File: src/rtl/decoder_sweep_if.sv
// Handshake bundle for decoder_sweep: control strobes in, registered
// one-hot and sweep status out.
interface decoder_sweep_if #(
  parameter int SEL_W   = 5,
  parameter int DWELL_W = 8
);
  localparam int N = 1 << SEL_W;

  logic               mode;
  logic               en;
  logic               load;
  logic [SEL_W-1:0]   sel_in;
  logic               start;
  logic [DWELL_W-1:0] dwell;
  logic               stop;
  logic [N-1:0]       D;
  logic [SEL_W-1:0]   code;
  logic               busy;
  logic               done;
  logic               wrap;

  modport master (
    output mode, en, load, sel_in, start, dwell, stop,
    input  D, code, busy, done, wrap
  );

  modport slave (
    input  mode, en, load, sel_in, start, dwell, stop,
    output D, code, busy, done, wrap
  );
endinterface

File: src/rtl/decoder_sweep.sv
// Registered binary-to-one-hot decoder with direct load and a
// dwell-timed sweep sequencer over every code.
module decoder_sweep #(
  parameter int SEL_W      = 5,
  parameter int DWELL_W    = 8,
  parameter bit CONTINUOUS = 1'b0
) (
  input  logic           clk,
  input  logic           rst,
  decoder_sweep_if.slave bus
);
  localparam int N = 1 << SEL_W;
  localparam logic [SEL_W-1:0] LAST = '1;

  typedef enum logic [1:0] {
    IDLE  = 2'd0,
    SWEEP = 2'd1,
    DONE  = 2'd2
  } state_e;

  state_e             state_q, state_d;
  logic [N-1:0]       d_q, d_d;
  logic [SEL_W-1:0]   code_q, code_d;
  logic [DWELL_W-1:0] cnt_q, cnt_d;
  logic [DWELL_W-1:0] dwl_q, dwl_d;
  logic               hold_q, hold_d;
  logic               wrap_q, wrap_d;
  logic               go, ld, adv, last;

  function automatic logic [N-1:0] onehot(
    input logic [SEL_W-1:0] c,
    input logic             e
  );
    onehot = '0;
    if (e) onehot[c] = 1'b1;
  endfunction

  assign go   = bus.mode & bus.start & ~bus.stop;
  assign ld   = ~bus.mode & bus.load;
  assign adv  = bus.en & (cnt_q == '0);
  assign last = (code_q == LAST);

  always_ff @(posedge clk) begin
    if (rst) state_q <= IDLE;
    else     state_q <= state_d;
  end

  always_comb begin
    state_d = state_q;
    unique case (state_q)
      IDLE: begin
        if (go) state_d = SWEEP;
      end
      SWEEP: begin
        if (bus.stop)
          state_d = IDLE;
        else if (adv && last && !CONTINUOUS)
          state_d = DONE;
      end
      DONE:    state_d = IDLE;
      default: state_d = IDLE;
    endcase
  end

  // hold_q marks a code latched by load, so en can re-enable it in IDLE
  always_comb begin
    code_d = code_q;
    cnt_d  = cnt_q;
    dwl_d  = dwl_q;
    hold_d = hold_q;
    wrap_d = 1'b0;
    d_d    = '0;
    unique case (state_q)
      IDLE: begin
        if (ld) begin
          code_d = bus.sel_in;
          hold_d = 1'b1;
        end else if (go) begin
          code_d = '0;
          cnt_d  = bus.dwell;
          dwl_d  = bus.dwell;
          hold_d = 1'b0;
        end
        d_d = onehot(code_d, bus.en & (hold_d | go));
      end
      SWEEP: begin
        priority case (1'b1)
          bus.stop:      hold_d = 1'b0;
          !bus.en:       ;
          cnt_q != '0: begin
            cnt_d = cnt_q - 1'b1;
            d_d   = onehot(code_q, 1'b1);
          end
          default: begin
            cnt_d  = dwl_q;
            wrap_d = last & CONTINUOUS;
            if (!(last && !CONTINUOUS)) begin
              code_d = code_q + 1'b1;
              d_d    = onehot(code_d, 1'b1);
            end
          end
        endcase
      end
      DONE:    hold_d = 1'b0;
      default: hold_d = 1'b0;
    endcase
  end

  always_ff @(posedge clk) begin
    if (rst) begin
      d_q    <= '0;
      code_q <= '0;
      cnt_q  <= '0;
      dwl_q  <= '0;
      hold_q <= 1'b0;
      wrap_q <= 1'b0;
    end else begin
      d_q    <= d_d;
      code_q <= code_d;
      cnt_q  <= cnt_d;
      dwl_q  <= dwl_d;
      hold_q <= hold_d;
      wrap_q <= wrap_d;
    end
  end

  assign bus.D    = d_q;
  assign bus.code = code_q;
  assign bus.busy = (state_q == SWEEP);
  assign bus.done = (state_q == DONE);
  assign bus.wrap = wrap_q;
endmodule

File: src/flat_wrapper.sv
// flat-port wrapper written by rule: the top's interface ports become plain ports
module decoder_sweep_flat 
#(
  parameter int SEL_W      = 5,
  parameter int DWELL_W    = 8,
  parameter bit CONTINUOUS = 1'b0
)
  (clk, rst, bus_mode, bus_en, bus_load, bus_sel_in, bus_start, bus_dwell, bus_stop, bus_D, bus_code, bus_busy, bus_done, bus_wrap);
  decoder_sweep_if #(.SEL_W(SEL_W), .DWELL_W(DWELL_W)) bus_i ();
  input  logic clk;
  input  logic rst;
  input wire logic [$bits(bus_i.mode)-1:0] bus_mode;
  input wire logic [$bits(bus_i.en)-1:0] bus_en;
  input wire logic [$bits(bus_i.load)-1:0] bus_load;
  input wire logic [$bits(bus_i.sel_in)-1:0] bus_sel_in;
  input wire logic [$bits(bus_i.start)-1:0] bus_start;
  input wire logic [$bits(bus_i.dwell)-1:0] bus_dwell;
  input wire logic [$bits(bus_i.stop)-1:0] bus_stop;
  output wire logic [$bits(bus_i.D)-1:0] bus_D;
  output wire logic [$bits(bus_i.code)-1:0] bus_code;
  output wire logic [$bits(bus_i.busy)-1:0] bus_busy;
  output wire logic [$bits(bus_i.done)-1:0] bus_done;
  output wire logic [$bits(bus_i.wrap)-1:0] bus_wrap;
  assign bus_i.mode = bus_mode;
  assign bus_i.en = bus_en;
  assign bus_i.load = bus_load;
  assign bus_i.sel_in = bus_sel_in;
  assign bus_i.start = bus_start;
  assign bus_i.dwell = bus_dwell;
  assign bus_i.stop = bus_stop;
  assign bus_D = bus_i.D;
  assign bus_code = bus_i.code;
  assign bus_busy = bus_i.busy;
  assign bus_done = bus_i.done;
  assign bus_wrap = bus_i.wrap;
  decoder_sweep #(.SEL_W(SEL_W), .DWELL_W(DWELL_W), .CONTINUOUS(CONTINUOUS)) u_core (.clk(clk), .rst(rst), .bus(bus_i));
endmodule
File: config.mk
export PLATFORM = sky130hd
export DESIGN_NAME = decoder_sweep_flat
export DESIGN_NICKNAME = d
export VERILOG_FILES = /design/src/rtl/decoder_sweep_if.sv /design/src/rtl/decoder_sweep.sv /design/src/flat_wrapper.sv
export SDC_FILE = /design/constraint.sdc
export NUM_CORES = 1
export LEC_CHECK = 0
export BUFFER_PORTS_ARGS = -buffer_cell sky130_fd_sc_hd__buf_2
export CORE_MARGIN = 2
export CORE_UTILIZATION = 25
export CTS_BUF_LIST = sky130_fd_sc_hd__clkbuf_2 sky130_fd_sc_hd__clkbuf_4 sky130_fd_sc_hd__clkbuf_8
export DETAILED_ROUTE_END_ITERATION = 12
export PLACE_DENSITY_LB_ADDON = 0.2
export SYNTH_ARGS = -nofsm -noshare
export SYNTH_HDL_FRONTEND = slang
export SYNTH_SLANG_ARGS = --single-unit
File: constraint.sdc
create_clock -name clk -period 2.55 [get_ports clk]
set_input_delay 0.51 -clock clk [delete_from_list [all_inputs] [get_ports clk]]
set_output_delay 0.51 -clock clk [all_outputs]
set_load 0.01 [all_outputs]
Yosys cells after proc, flatten, opt, wreduce, memory -nomap -nowiden

Cells that the tools add are included.

Bits in registers: 56
Bits in latches: 0
RAM bits: 0
ROM bits: 0
Input port bits: 20
Output and inout port bits: 40
Word-level logic and storage cells: 81
Memories kept: 0

Add/subtract/negate cells: 2
$mul: 0
Divide/modulo/power cells: 0
Order comparisons: 6
Eq/ne operators: 11
Shifts and indexed selects: 0
Mux-type cells: 35
Bitwise logic cells: 9
Reduce and logical (&&, ||, !) cells: 12

Operators by type and width:

| kind                  | count |
|---|---|
| $mux W32              | 5 |
| $pmux W32 S2          | 1 |
| $mux W8               | 5 |
| $mux W5               | 7 |
| $lt A5 B6 Y1 const B  | 3 |
| $pmux W8 S2           | 1 |
| $demux W1 S5          | 3 |
| $ge A5 B1 Y1 const B  | 3 |
| $ne A2 B2 Y1 const B  | 6 |
| $pmux W5 S2           | 1 |
| $reduce_and A5 Y1     | 2 |
| $logic_not A8 Y1      | 1 |
| $reduce_bool A8 Y1    | 1 |
| $sub A8 B1 Y8 const B | 1 |
| $mux W1               | 7 |
| $mux W2               | 3 |
| $add A5 B1 Y5 const B | 1 |
| $and A1 B1 Y1         | 5 |
| $eq A5 B5 Y1 const B  | 1 |
| $logic_and A1 B1 Y1   | 4 |
| $pmux W2 S2           | 1 |
| $ne A3 B2 Y1 const B  | 1 |
| $not A1 Y1            | 3 |
| $reduce_and A3 Y1     | 1 |
| other kinds (8)       | 8 |

Depth between registers and ports, before layout

Gate-level depths: netlist of the first run.

Word-level depth: 11
Depth in mapped cells: 9
Depth with buffers taken out: 7

Least setup slack after synthesis of the first run

Ideal clock, no wire load.

Path kind: register -> register
From: reg u_core.code_q[1] (netlist: u_core.bus.code[1])
To: reg u_core.code_q[4] (netlist: u_core.bus.code[4])
Setup time: 70 ps
Data arrival time: 2498 ps
Data required time: 2480 ps
Slack: -19 ps
Cell stages (with the launch flop): 10
Buffers on the path: 2
Period minus slack after synthesis: 2569 ps
Path through: dfxtp_1 -> ha_1 -> clkbuf_1 -> and3_1 -> ha_1 -> or4_4 -> buf_6 -> o22a_4 -> a311o_1 -> a21oi_1

Longest elaborated chain between the ends: 6
Elaborated cells between the ends (all ways): 9
Those cells by class: 1 x add/sub; 2 x eq/ne; 5 x mux; 1 x reduce/logical

Ends and longest elaborated chain:

| element                | RTL line             | source |
|---|---|---|
| from (decl)            | decoder_sweep.sv:23  | `logic [SEL_W-1:0] code_q, code_d;` |
| from (signal assigned) | decoder_sweep.sv:119 | `code_q <= code_d;` |
| $add A5 B1 Y5          | decoder_sweep.sv:98  | `code_d = code_q + 1'b1;` |
| $mux W5                | decoder_sweep.sv:97  | `if (!(last && !CONTINUOUS)) begin` |
| $mux W5 (3 in series)  | decoder_sweep.sv:87  | `priority case (1'b1)` |
| $pmux W5 S2            | decoder_sweep.sv:73  | `unique case (state_q)` |

Several ways; a longest one is shown, not always the timed one. The select of a mux whose other input is x is not followed.
A chain may end at the register's enable or synchronous reset.

Worst setup path after layout of the first run

From: reg u_core.code_q[0] (netlist: u_core.bus.code[0])
To: reg u_core.code_q[3] (netlist: u_core.bus.code[3])

Same word-level chain as after synthesis.

==> flow_summary.ini, run 1 <==
[run_status]
status = finished clean

[sta]
setup_violations = 0
setup_tns_ns = 0
timing.fmax_mhz = 413
worst_pin_slew_ns = 0.920
rsz0062_at_grt = false
fin_worst_skew_ns = 0.00636
period_needed_ns = 2.42
finalMaxSlewViolations = 0
fin_crit_sh = 0.949
hold_viol_final = 0
fin_ws_ns = 0.130
slew-limit-headroom = 0.382

[final_layout]
syn_to_final_growth_pct = 20.2
layout_commonest_cell = nand2_1
drive_gt1_frac = 0.203
final_cell_mix = nand2_1, buf_2, dfxtp_1
final_nets = 494
diodes = 0

[critical_path]
rr_startpoint = u_core.bus.code[0]
path_buf_inv = 0
cp_slowest_stage_delay_ns = 0.60
cp_max_fo = 8
crit_chain = ha_1, and3_1, ha_1, or4_4, o22a_4, a311o_1, a21oi_1
reg2reg_slack_ns = 0.13
end_kind = flop
cp.arrival_ns = 2.68
crit_slowest_cell = or4_4
r2r_cells = 7
cp-start-kind = flop
cp.required_ns = 2.81
crit_top_cell = ha_1
r2r-end = u_core.bus.code[3]
crit_type = flop to flop
crit_family = simple AND/OR/NAND/NOR gates

[drt]
drt_iter0_markers = 180
first_pass_iters = 4
ant_nets = 0
drc = 0
totalWireLength_mm = 10.3
vias = 3205
vias_per_cell = 5.04
post_drt_wl_per_cell_microns = 16.2

[job]
cap_violations = 0

[clock_network]
clkTransAtPathRegs_ns = 0.11
cts_setup_buffers = 0
cts_buffer_depth = 2
cts_inserted_buffers = 5
cts_tree = built
h-tree-depth = 2
clock_latency_ns = 0.33
cts_sinks = 56
cts_root_buf = clkbuf_8

[hold_path]
min-delay-start = bus_dwell[0]
min_delay_worst_endpoint = u_core.dwl_q[0]
min_path_cells = 3
hp-class = primary input to flop

[logic_synthesis]
synth-seq-area-share = 0.361
syn_area_sq_um = 3100
synth_top_flop_cell = dfxtp_1
synthTopCellsByArea = dfxtp_1, nand2_1, o211ai_1
synth_edf_count = 0
ys_ff_latch = 56
synth.top_cell.area_share = 0.361
syn_avg_cell_area_sq_um = 7.59
netlist_instances = 409
synth_nets = 436
yosys_warnings = 0
synthArstFlopShare = 0
yosysTopAreaCell = dfxtp_1
synth_cell_types = 48

[pwr]
power_density_nw_per_um2 = 484
peakVddDrop_v = 0.000343
p_leak_nw = 1.44

[die]
initial_core_util = 0.257
core_area_sq_um = 12100
die_h_microns = 115
std_cell_rows = 40
fp.dieW_microns = 115
dieArea_sq_um = 13300
io_pins = 60

[global_routing]
grt_pass1_wl_mm = 16.5
antenna_found_initial = 0
grt.total_usage = 0.158
overflow = 0
grt_max_degree = 25
grt_pass1_vias = 3219

[place]
io_buffers = 58
place_congestion = 0.878
hpwl_mm = 7.74
pre_cts_slack_ns = 0.174
-- stage by stage --
step | cell area [sq um] | util | std cells | hold WS [ns] | total power [W]
2_1_floorplan | 3110 | - | 409 | 0.432 | 0.00118
3_3_place_gp | 3640 | 0.301 | 628 | 0.442 | 0.00129
3_5_place_dp | 3640 | 0.301 | 628 | 0.445 | 0.00130
4_1_cts | 3730 | 0.309 | 636 | 0.424 | 0.00182
5_1_grt | 3730 | 0.309 | 636 | 0.439 | 0.00189
6_report | 3730 | 0.309 | 636 | 0.431 | 0.00180
-- state kept, by name, indices dropped and copies added (netlist names) --
signal	count
u_core.dwl_q	8
u_core.bus.D	32
u_core.cnt_q	8
u_core.state_q	2
u_core.bus.code	5
u_core.hold_q	1
-- cells in the mapped netlist (4+ instances only) --
cell type   n
a31oi_1     9
a21oi_1    32
ha_1        7
inv_1      12
dfxtp_1    56
nand2b_1    6
nand2_1    71
nor3_1     16
nand3b_1    6
o211ai_1   25
nand3_1    24
and2_1      4
clkbuf_1   22
nor3b_1     7
o32ai_1     7
nor2b_1     5
o21ai_0    13
and3_1      7
nor2_1     31
-- where the power goes --
part	switching [W]	internal, W
logic	0.000241	0.000129
registers	0.0000167	0.000895
clock network	0.000325	0.000198
-- metal layers --
metal  vias up  GRT usage  part of all wire
met5         -          0                 0
met4         0     0.0546             0.019
met3        15     0.0303             0.047
met2        93      0.266              0.48
met1      1498      0.203              0.46
li1       1599          -                 -
-- repair_timing --
action / in CTS / in global routing
endpoints found under the setup margin: 0 / 6
hold buffers: 0 / 0
resized for setup: 0 / 1
-- worst min-delay path, stage by stage --
cell,delay [ns]
buf_2,0.10
nand3_1,0.06
a21oi_1,0.05
-- how the worst max path moves through the flow --
| stage | start | endpoint | cells past startpoint |
|---|---|---|---|
| 6_report | u_core.bus.code[0] | u_core.bus.code[3] | 7 |
| 5_1_grt | u_core.bus.code[0] | u_core.bus.code[3] | 7 |
| 4_1_cts | u_core.bus.code[0] | u_core.bus.code[3] | 7 |
| 3_5_place_dp | u_core.bus.code[0] | u_core.bus.code[3] | 7 |
| 3_3_place_gp | u_core.bus.code[0] | u_core.bus.D[0] | 7 |
| 2_1_floorplan | u_core.bus.code[0] | u_core.bus.code[4] | 9 |
-- cells by family (layout without fill, tap and decap cells) --
group	Yosys count	after routing	synth area share
AND/OR/NAND/NOR	190	190	0.298
AO/OA/AOI/OAI	111	111	0.243
flip-flops	56	56	0.361
buffers and inverters	39	98	0.0532
adder cells (fa/ha/maj)	7	7	0.0282
XOR/XNOR	3	3	0.00847
multiplexers	2	2	0.00645
other	1	1	0.00121
-- area by class of cell --
class                           instances  area [sq um]
Sequential cell                        56          1120
Fill cell                            1339          8330
Clock inverter                          3          22.5
Inverter                               12          45.0
Tap cell                              168           210
Clock buffer                            5          68.8
Timing Repair Buffer                   78           440
Multi-Input combinational cell        314          1820
Power figures use the tool's default switching activity.
==> run 2, diff against run 1 <==
--- a/config.mk
+++ b/config.mk
@@ -11,6 +11,7 @@
 export CTS_BUF_LIST = sky130_fd_sc_hd__clkbuf_2 sky130_fd_sc_hd__clkbuf_4 sky130_fd_sc_hd__clkbuf_8
 export DETAILED_ROUTE_END_ITERATION = 12
 export PLACE_DENSITY_LB_ADDON = 0.2
+export SLEW_MARGIN = 20
 export SYNTH_ARGS = -nofsm -noshare
 export SYNTH_HDL_FRONTEND = slang
 export SYNTH_SLANG_ARGS = --single-unit
==> constraint.sdc (replaced) <==
create_clock -name clk -period 2.5 [get_ports clk]
set_input_delay 0.5 -clock clk [delete_from_list [all_inputs] [get_ports clk]]
set_output_delay 0.5 -clock clk [all_outputs]
set_load 0.01 [all_outputs]
==> flow_summary.ini, run 2 (same netlist as run 1, synthesis figures left out) <==
[sta]
setup_tns_ns = 0
hold_viol_final = 0
period_needed_ns = 2.33
fin_ws_ns = 0.170
finalMaxSlewViolations = 0
timing.hold.ws_ns = 0.429
worst_pin_slew_ns = 0.996
rsz0062_at_grt = false
slew-limit-headroom = 0.331
timing.fmax_mhz = 429
fin_worst_skew_ns = 0.00737
fin_crit_sh = 0.932
setup_violations = 0

[clock_network]
cts_setup_buffers = 0
cts_tree = built
h-tree-depth = 2
cts_resized = 0
cts_buffer_depth = 2
cts_inserted_buffers = 5
cts_hold_buf = 0
cts_sinks = 56
clock_latency_ns = 0.32
clkTransAtPathRegs_ns = 0.10
cts_root_buf = clkbuf_8

[place]
pre_cts_slack_ns = 0.156
dpl.cell_count = 630
place_congestion = 0.836
hpwl_mm = 7.80
io_buffers = 58

[final_layout]
syn_to_final_growth_pct = 21.7
drive_gt1_frac = 0.206
final_core_util = 0.313
diodes = 0
final_cell_mix = nand2_1, buf_2, dfxtp_1
layout.cells.non_filler = 638
layout_commonest_cell = nand2_1
multi_input_area_sq_um = 1820
fillers = 1328
final_nets = 496
largest_reg_flops = 32
ff_latch_area_sq_um = 1120

[global_routing]
grt.total_usage = 0.158
grt_pass1_wl_mm = 16.5
antenna_found_initial = 0
grt_pass1_vias = 3086
overflow = 0
grt_max_degree = 25

[critical_path]
r2r_cells = 7
cp_max_fo = 8
cp.required_ns = 2.76
reg2reg_slack_ns = 0.17
crit_slowest_cell = or4_4
end_kind = flop
cp-endpoint = u_core.bus.code[3]
crit_top_cell = ha_1
crit_chain = ha_1, and3_4, ha_1, or4_4, o22a_4, a311o_1, a21oi_1
rr_startpoint = u_core.bus.code[0]
crit_start = u_core.bus.code[0]
cp-start-kind = flop
cp_slowest_stage_delay_ns = 0.60
r2r-end = u_core.bus.code[3]
crit_type = flop to flop
cp.arrival_ns = 2.59

[die]
dieArea_sq_um = 13300
io_pins = 60
core_area_sq_um = 12100
initial_core_util = 0.257
fp.dieW_microns = 115
std_cell_rows = 40
die_h_microns = 115

[hold_path]
hp-class = primary input to flop

[drt]
post_drt_wl_per_cell_microns = 16.2
ant_nets = 0
drc = 0
first_pass_iters = 5
vias = 3210
totalWireLength_mm = 10.3
drt_iter0_markers = 137
vias_per_cell = 5.03

[run_status]
status = finished clean

[pwr]
peakVddDrop_v = 0.000212
power_density_nw_per_um2 = 513
p_leak_nw = 1.46

[job]
cap_violations = 0
-- run 2: cell types whose count changed in the layout (fill, tap and decap cells not counted) --
cell / before / now
and3_1: 7 / 6
bufinv_16: 0 / 1
nor3_2: 1 / 0
clkbuf_8: 5 / 6
clkinv_2: 1 / 0
nor3_1: 15 / 16
buf_4: 20 / 22
and3_4: 0 / 1
inv_6: 1 / 0
-- run 2: per-layer routing --
| metal | GRT usage | vias to the layer above | wire (microns) |
|---|---|---|---|
| met5 | 0 | - | 0 |
| met4 | 0.0506 | 0 | 232 |
| met3 | 0.0262 | 16 | 459 |
| met2 | 0.275 | 92 | 5140 |
| met1 | 0.199 | 1493 | 4490 |
| li1 | - | 1609 | - |
-- run 2: worst max-delay path, delay by kind of cell (launching register included) --
kind / cells / cell delay, ns
AND/OR/NAND/NOR: 2 / 0.81
AO/OA/AOI/OAI: 3 / 0.73
adder cells (fa/ha/maj): 2 / 0.40
flip-flops: 1 / 0.33
-- run 2: through the flow --
stage	total power (W)	cell area, sq um
global route	0.00204	3780
finish	0.00194	3780
floorplan	0.00120	3110
CTS	0.00196	3780
detailed placement	0.00133	3660
global placement	0.00132	3660
-- run 2: final cells by class --
cell class                 count  share of cell area
multi-input combinational    314               0.483
clock inverter                 2              0.0103
timing repair buffer          80               0.121
tap                          168              0.0556
sequential                    56               0.297
inverter                      12              0.0119
clock buffer                   6              0.0219
-- run 2: report_power, final --
part           switching [W]  leakage, nW  internal (W)
logic               0.000245        0.945      0.000134
clock network       0.000301       0.0614      0.000328
registers          0.0000177        0.454      0.000913
total               0.000564         1.46       0.00137
-- run 2: worst min path at each step --
stage                            endpoint            start  cells after the start
after global placement    u_core.dwl_q[3]  u_core.dwl_q[3]                      2
after global routing      u_core.dwl_q[4]     bus_dwell[4]                      3
after detailed placement  u_core.dwl_q[3]  u_core.dwl_q[3]                      2
final                     u_core.dwl_q[1]     bus_dwell[1]                      3
after CTS                 u_core.dwl_q[1]     bus_dwell[1]                      3
after floorplan           u_core.dwl_q[3]  u_core.dwl_q[3]                      2
==> run 3, diff against run 2 <==
--- a/config.mk
+++ b/config.mk
@@ -9,8 +9,10 @@
 export CORE_MARGIN = 2
 export CORE_UTILIZATION = 25
 export CTS_BUF_LIST = sky130_fd_sc_hd__clkbuf_2 sky130_fd_sc_hd__clkbuf_4 sky130_fd_sc_hd__clkbuf_8
+export CTS_CLUSTER_DIAMETER = 60
 export DETAILED_ROUTE_END_ITERATION = 12
 export PLACE_DENSITY_LB_ADDON = 0.2
+export RECOVER_POWER = 50
 export SLEW_MARGIN = 20
 export SYNTH_ARGS = -nofsm -noshare
 export SYNTH_HDL_FRONTEND = slang
==> flow_summary.ini, run 3 (same netlist as run 1, synthesis figures left out) <==
[sta]
fin_worst_skew_ns = 0.00731
finalMaxSlewViolations = 0
slew-limit-headroom = 0.347
setup_violations = 0
fin_crit_sh = 0.933
worst_pin_slew_ns = 0.972
rsz0062_at_grt = false
period_needed_ns = 2.33
setup_tns_ns = 0
timing.fmax_mhz = 429
timing.hold.ws_ns = 0.431
hold_viol_final = 0

[die]
core_area_sq_um = 12100
std_cell_rows = 40
io_pins = 60
dieArea_sq_um = 13300
initial_core_util = 0.257
die_h_microns = 115
fp.dieW_microns = 115

[final_layout]
multi_input_area_sq_um = 1820
largest_reg_flops = 32
final_cell_mix = nand2_1, dfxtp_1, clkbuf_1
fillers = 1345
final_nets = 496
layout.cells.non_filler = 638
ff_latch_area_sq_um = 1120
layout_commonest_cell = nand2_1
postLayoutCellArea_sq_um = 3710
drive_gt1_frac = 0.123
diodes = 0
final_core_util = 0.308
syn_to_final_growth_pct = 19.6

[clock_network]
clock_latency_ns = 0.32
cts_tree = built
cts_sinks = 56
cts_hold_buf = 0
cts_resized = 0
cts_root_buf = clkbuf_8
h-tree-depth = 2
cts_inserted_buffers = 5
cts_setup_buffers = 0
clkTransAtPathRegs_ns = 0.10
cts_buffer_depth = 2

[critical_path]
crit_type = flop to flop
cp.required_ns = 2.76
cp.arrival_ns = 2.59
end_kind = flop
cp_max_fo = 8
cp-start-kind = flop

[place]
io_buffers = 58
dpl.cell_count = 630
hpwl_mm = 7.80
place_congestion = 0.836
postPlaceCellArea_sq_um = 3660

[global_routing]
grt_pass1_vias = 3086
antenna_found_initial = 0
grt.total_usage = 0.158
grt_max_degree = 25
overflow = 0
grt_pass1_wl_mm = 16.5

[run_status]
status = finished clean

[drt]
drt_iter0_markers = 146
drc = 0
vias_per_cell = 5.06
first_pass_iters = 4
totalWireLength_mm = 10.3
vias = 3227
ant_nets = 0
post_drt_wl_per_cell_microns = 16.2

[pwr]
peakVddDrop_v = 0.000211
p_leak_nw = 1.29
power_density_nw_per_um2 = 520

[job]
cap_violations = 0

[hold_path]
hp-class = primary input to flop
[run 3: cell count changes in the layout (fill, tap and decap cells not counted)]
| cell | delta |
|---|---|
| clkbuf_1 | +39 |
| and2_1 | -1 |
| buf_4 | -6 |
| and2_0 | +1 |
| buf_2 | -33 |
[run 3: path summary, 6_finish.rpt]
kind                       from  slack, ns  cells after the start            endpoint
max          u_core.bus.code[0]       0.17                      7  u_core.bus.code[3]
min                bus_dwell[1]       0.43                      3     u_core.dwl_q[1]
max reg2reg  u_core.bus.code[0]       0.17                      7  u_core.bus.code[3]
min reg2reg     u_core.dwl_q[3]       0.46                      2     u_core.dwl_q[3]
[run 3: power by group]
part	internal [W]	switching, W	leakage, nW
Sequential	0.000913	0.0000176	0.454
Clock	0.000328	0.000302	0.0614
Combinational	0.000128	0.000245	0.776
Total	0.00137	0.000564	1.29
[run 3: routing by layer]
layer	part of all wire	vias to the layer above	routed length [microns]	GRT usage
li1	-	1602	-	-
met1	0.43	1527	4480	0.199
met2	0.50	82	5170	0.275
met3	0.043	16	444	0.0262
met4	0.022	0	231	0.0506
met5	0	-	0	0
[run 3: metrics by stage]
step	power (W)	setup WS, ns
finish	0.00193	0.167
global route	0.00203	0.0374
CTS	0.00196	0.156
global placement	0.00132	0.176
detailed placement	0.00133	0.156
floorplan	0.00120	0.00681
[run 3: area by class of cell]
cell class              instances  area share
multi-input cells             314       0.491
flip-flops and latches         56       0.302
repair buffers                 80       0.105
well taps                     168      0.0566
clock buffers                   6      0.0222
inverters                      12      0.0121
clock inverters                 2      0.0104
[run 3: worst max-delay path, stage by stage, from the launching register on]
cell and delay [ns]:
dfxtp_1 0.33, ha_1 0.21, and3_4 0.21, ha_1 0.19
or4_4 0.59, o22a_4 0.27, a311o_1 0.33, a21oi_1 0.14
